<file path="config.mk">
export PLATFORM = sky130hd
export DESIGN_NAME = retro_bram_arbiter
export DESIGN_NICKNAME = d
export VERILOG_FILES = /design/src/rtl/retro_bram_arbiter.sv
export SDC_FILE = /design/constraint.sdc
export NUM_CORES = 1
export LEC_CHECK = 0
export CAP_MARGIN = 20
export CELL_PAD_IN_SITES_DETAIL_PLACEMENT = 1
export CELL_PAD_IN_SITES_GLOBAL_PLACEMENT = 1
export CORE_ASPECT_RATIO = 1.25
export CORE_MARGIN = 2
export CORE_UTILIZATION = 30
export DETAILED_ROUTE_END_ITERATION = 6
export HOLD_SLACK_MARGIN = 0.15
export PLACE_DENSITY = 0.83
export SLEW_MARGIN = 0
export SYNTH_ARGS = -nofsm -noshare
export SYNTH_HDL_FRONTEND = slang
export SYNTH_SLANG_ARGS = --single-unit
</file>
<file path="constraint.sdc">
create_clock -name Clk -period 3 [get_ports Clk]
set_input_delay 0.3 -clock Clk [delete_from_list [all_inputs] [get_ports Clk]]
set_output_delay 0.3 -clock Clk [all_outputs]
set_load 0.01 [all_outputs]
</file>
<file path="src/rtl/retro_bram_arbiter.sv">
// Round-robin arbiter sharing one single-port byte-write BRAM, with lock support and read-data routing.
// Optional: define RETRO_BRAM_ARB_PRIO0_EN to give requester 0 absolute priority while unlocked.
module retro_bram_arbiter #(
    parameter int NumInitiators   = 3,
    parameter int AddressBusWidth = 12,
    parameter int DataBusWidth    = 1,
    parameter int MaxLockCycles   = 16
) (
    input  logic                                      Clk,
    input  logic                                      Reset_n,
    input  logic [NumInitiators-1:0]                  ReqAccess,
    input  logic [NumInitiators*DataBusWidth-1:0]     ReqWrite,
    input  logic [NumInitiators*AddressBusWidth-1:0]  ReqAddress,
    input  logic [NumInitiators*8*DataBusWidth-1:0]   ReqDin,
    input  logic [NumInitiators-1:0]                  ReqLock,
    output logic [NumInitiators-1:0]                  ReqReady,
    output logic [NumInitiators-1:0]                  ReqDataReady,
    output logic [8*DataBusWidth-1:0]                 ReqDout,
    output logic                                      BramAccess,
    output logic [DataBusWidth-1:0]                   BramWrite,
    output logic [AddressBusWidth-1:0]                BramAddress,
    output logic [8*DataBusWidth-1:0]                 BramDin,
    input  logic [8*DataBusWidth-1:0]                 BramDout
);

    localparam int IdxW = $clog2(NumInitiators);
    localparam int DinW = 8 * DataBusWidth;

    typedef enum logic {ARB, LOCKED} state_t;

    state_t                       state;
    logic [IdxW-1:0]              ptr;
    logic [IdxW-1:0]              owner;
    logic [7:0]                   lock_cnt;
    logic [NumInitiators-1:0]     read_tag;
    logic [AddressBusWidth-1:0]   addr_hold;
    logic [DinW-1:0]              din_hold;

    logic                         grant_valid;
    logic [IdxW-1:0]              grant_idx;
    logic [NumInitiators-1:0]     grant_onehot;
    logic [DataBusWidth-1:0]      grant_write;
    logic [AddressBusWidth-1:0]   grant_addr;
    logic [DinW-1:0]              grant_din;
    logic                         prio0;
    logic                         release_lock;

    function automatic logic [IdxW-1:0] next_idx(input logic [IdxW-1:0] i);
        return (i == IdxW'(NumInitiators - 1)) ? '0 : i + 1'b1;
    endfunction

    always_comb begin
        int              cand;
        logic [IdxW-1:0] cand_idx;
        // NOTE: every variable written here gets a default first, so no path can infer a latch.
        cand        = 0;
        cand_idx    = '0;
        grant_valid = 1'b0;
        grant_idx   = '0;
`ifdef RETRO_BRAM_ARB_PRIO0_EN
        prio0 = ReqAccess[0];
`else
        prio0 = 1'b0;
`endif
        if (Reset_n) begin
            if (state == LOCKED) begin
                grant_valid = ReqAccess[owner];
                grant_idx   = owner;
            end else if (prio0) begin
                grant_valid = 1'b1;
                grant_idx   = '0;
            end else begin
                // Scan from the far end so the requester closest to ptr is the last writer and wins.
                for (int k = NumInitiators - 1; k >= 0; k--) begin
                    cand = int'(ptr) + k;
                    if (cand >= NumInitiators) cand = cand - NumInitiators;
                    cand_idx = IdxW'(cand);
                    if (ReqAccess[cand_idx]) begin
                        grant_valid = 1'b1;
                        grant_idx   = cand_idx;
                    end
                end
            end
        end
    end

    always_comb begin
        grant_onehot = '0;
        grant_write  = '0;
        grant_addr   = '0;
        grant_din    = '0;
        for (int i = 0; i < NumInitiators; i++) begin
            if (grant_valid && grant_idx == IdxW'(i)) begin
                grant_onehot[i] = 1'b1;
                grant_write     = ReqWrite[i*DataBusWidth +: DataBusWidth];
                grant_addr      = ReqAddress[i*AddressBusWidth +: AddressBusWidth];
                grant_din       = ReqDin[i*DinW +: DinW];
            end
        end
    end

    // While locked the owner is granted whenever it requests, so a dropped lock bit covers both
    // "last access granted" and "idle owner let go"; the timeout ends the lock regardless.
    assign release_lock = !ReqLock[owner] || (lock_cnt >= 8'(MaxLockCycles));

    assign ReqReady     = grant_onehot;
    assign BramAccess   = grant_valid;
    assign BramWrite    = grant_write;
    assign BramAddress  = grant_valid ? grant_addr : addr_hold;
    assign BramDin      = grant_valid ? grant_din  : din_hold;
    assign ReqDataReady = read_tag;
    assign ReqDout      = BramDout;

    always_ff @(posedge Clk or negedge Reset_n) begin
        if (!Reset_n) begin
            state     <= ARB;
            ptr       <= '0;
            owner     <= '0;
            lock_cnt  <= '0;
            read_tag  <= '0;
            // NOTE: the hold registers are ordinary flops rather than a memory array, so they take a reset.
            addr_hold <= '0;
            din_hold  <= '0;
        end else begin
            // NOTE: non-blocking assignments keep every flop sampling pre-edge values.
            read_tag <= (grant_valid && grant_write == '0) ? grant_onehot : '0;
            if (grant_valid) begin
                addr_hold <= grant_addr;
                din_hold  <= grant_din;
            end
            case (state)
                ARB: begin
                    if (grant_valid) begin
                        if (ReqLock[grant_idx]) begin
                            state    <= LOCKED;
                            owner    <= grant_idx;
                            lock_cnt <= 8'd1;
                        end else begin
                            ptr <= next_idx(grant_idx);
                        end
                    end
                end
                LOCKED: begin
                    if (release_lock) begin
                        state    <= ARB;
                        ptr      <= next_idx(owner);
                        lock_cnt <= '0;
                    end else if (lock_cnt != 8'hFF) begin
                        lock_cnt <= lock_cnt + 8'd1;
                    end
                end
                default: state <= ARB;
            endcase
        end
    end

endmodule
</file>
==> impl_results.md <==
- Count of final setup violators: 0
- Run status: finished clean
- Most common cell after layout, fill and taps aside: clkdlybuf4s50_1
- DRT iter0 DRCs: 42
- Share of layout cells above drive strength 1: 0.1582
- Launching element type of the critical path: register
- Final cell count without fillers: 449
- Syn_nets: 331
- DIE HEIGHT: 103.3 um
- Syn_area_per_cell: 9.540 sq um
- Count of final hold-check violations: 0
- Core footprint: 7747 sq um
- Initial core utilization: 0.3054
- Max-slew violation total from the final report: 0
- Overall routed net length: between 7000 and 8000 um
- Routed vias/inst: 5.114
- Final core utilization: 0.4725
- Reg2reg setup slack: 0.60 ns
- Cell area after placement: 3442 sq um
- Setup slack after layout: between 0.1 and 0.15 ns
- Required time at the worst-slack endpoint: between 2 and 3 ns
- TritonCTS Buffers: 5
- Rel. slew slack: 0.7129
- Cell depth of the worst flop-to-flop path: 10
- YS warnings: 0
- Number of global-route vias before repair: 2552
- Initial antenna violation count: 0
- Post-DP HPWL: 5761 um
- First-pass GRT wire length: 12120 um
- Count of mapped cells out of synthesis: 248
- Largest area contributor in the synthesized netlist: dfrtp_1
- Clk_skew: 0.003793 ns
- Smallest hold slack: 0.1514 ns
- Pre-CTS setup slack: -0.006514 ns
- DR pass1 iterations: 4
- Antenna fix cells: 0
- Global route total overflow: 0
- Maximum net fanout on the critical path: 29
- CTS tree: done
- X dimension of the die: 83.43 um
- Placed insts: 434
- Total GRT Usage: 0.1754
- Sink count of the clock tree: 36
- H-tree lvl count: 2
- Minimum clock period after layout: slightly below 3 ns
- Share of the clock period used by the worst path: 0.9605
- PwrDens: approximately 820 nW/um^2
- Terminus of the critical flop-to-flop path: lock_cnt[0]$_DFFE_PN0P_
- Routed length per instance: 16.83 um
- Clock Tree Root: clkbuf_8
- Remaining antenna violation count after routing: 0
- Floorplan row count: 36
- Nature of the critical path endpoint: primary output
- Worst-path clk slew: roughly 0.070 ns
- Final TNS setup: 0 ns
- Transition at the pin with the smallest max-transition slack: 0.4262 ns
- Vias after detailed routing: 2296
- Final Wtd Congestion: ~0.81
- Beginning of the worst register-to-register path: ptr[0]$_DFFE_PN0P_
- Cell variety after synth: 52
- Ys flop type: dfrtp_1
- Data arrival at the endpoint of the critical path: 2.58 ns
- DRC viols: 0
- Signed area change from the synthesized netlist to the final layout: 54.73%
- EDFF count, synth: 0
- Crit Path Class: reg -> out
- Maximum number of pins on one net before global-route repair: 30
- Async SR Flop Fraction: 1.000
- Buffers from clock root to sink, at most: 2
- Commonest non-fill, non-tap cells in the layout: clkdlybuf4s50_1, dfrtp_1, nand2_1, mux2i_1, o21ai_1
- Largest cells by area after synthesis: dfrtp_1, mux2i_1, a2bb2oi_1
- Largest voltage drop on the vdd net: 0.0004181 V
- Leak: 1.608 nW
- Synthesized cell area: around 2400 sq um
- Post-layout total power: between 3 and 4 mW
- Hold Path Class: in -> async
- Final instance area: 3661 sq um
- Source-to-sink clock delay at the later pin of the worst-skew pair: 0.29 ns
- Number of flip-flops and latches in the synthesized netlist: 36
- Io pins: 115
- PortBufs: 98
- Area share of the largest cell type after synthesis: 0.3808
- Net count of the finished layout: 437
- Sequential cell area fraction in the yosys report: 0.3808
- Achievable clock frequency: ~0.35 GHz
- Die area: 8617 sq um
- Number of max-capacitance violations reported: 0
==> logic make-up (layout without fill, tap and decap cells) <==
kind of cell             after synthesis  count (layout)  synth area share
AND/OR/NAND/NOR                       73              73            0.1502
multiplexers                          27              27            0.1158
flip-flops                            36              36            0.3807
adder cells (fa/ha/maj)                4               4           0.02115
AO/OA/AOI/OAI                         71              71            0.2263
buffers and inverters                 36             142            0.1021
XOR/XNOR                               1               1          0.003702
==> critical path, stage by stage (launching register included) <==
cell and delay [ns]:
dfrtp_1 0.40, buf_4 0.15, ha_4 0.19, o21a_1 0.17, o221a_1 0.28, o31ai_4 0.22
o21bai_4 0.19, buf_12 0.19, buf_4 0.14, o21ai_1 0.08, dlygate4sd2_1 0.29
==> state kept, by name, indices dropped and copies added (netlist names) <==
name / count
lock_cnt: 8
addr_hold: 12
ReqDataReady: 3
ptr: 2
din_hold: 8
state: 1
owner: 2
==> cell usage after synthesis (all sizes together) (4+ instances only) <==
| cell type | number |
|---|---|
| nor3 | 6 |
| nor2 | 12 |
| o31ai | 5 |
| inv | 12 |
| nand3 | 8 |
| ha | 4 |
| dfrtp | 36 |
| buf | 21 |
| mux2i | 24 |
| a2bb2oi | 20 |
| nand2 | 27 |
| o21ai | 26 |
==> worst max-delay path by stage <==
stage	from	endpoint	slack [ns]	cells past startpoint
6_report	ptr[0]$_DFFE_PN0P_	BramAddress[2]	0.12	10
5_1_grt	ptr[0]$_DFFE_PN0P_	BramAddress[7]	-0.02	11
4_1_cts	ptr[0]$_DFFE_PN0P_	ReqReady[2]	0.02	10
3_5_place_dp	ReqAccess[2]	BramAddress[10]	-0.007	9
3_3_place_gp	ReqAccess[1]	BramDin[2]	0.05	9
2_1_floorplan	ptr[0]$_DFFE_PN0P_	BramDin[1]	0.64	11
==> where the power goes <==
| group | internal, mW | leakage [nW] | switching, mW |
|---|---|---|---|
| clock | 0.205 | 0.0503 | 0.173 |
| sequential | 0.666 | 0.461 | 0.0986 |
| combinational | 0.925 | 1.10 | 0.950 |
==> layer usage <==
| metal | share of wire | wire length [um] | track usage | vias to the layer above |
|---|---|---|---|---|
| met1 | 0.38 | 2853 | 0.1848 | 1105 |
| met3 | 0.061 | 464 | 0.04286 | 17 |
| met4 | 0.021 | 162 | 0.07072 | 0 |
| met2 | 0.54 | 4077 | 0.3387 | 77 |
| met5 | 0 | 0 | 0 | - |
| li1 | - | - | - | 1097 |
==> repair_timing <==
action,CTS,global route
endpoints found under the hold margin,11,0
pin swaps,3,2
buffers inserted,3,3
endpoints found under the setup margin,25,24
hold buffers,2,0
gates resized for setup,29,26
==> area by class of cell <==
type	count	area, sq um
clock buffers	7	96.34
fillers	900	4086
inverters	12	45.04
multi-input cells	176	1299
flip-flops and latches	36	900.9
well taps	95	118.9
repair buffers	123	1201
Note: power is estimated with default switching activity, not from simulation.
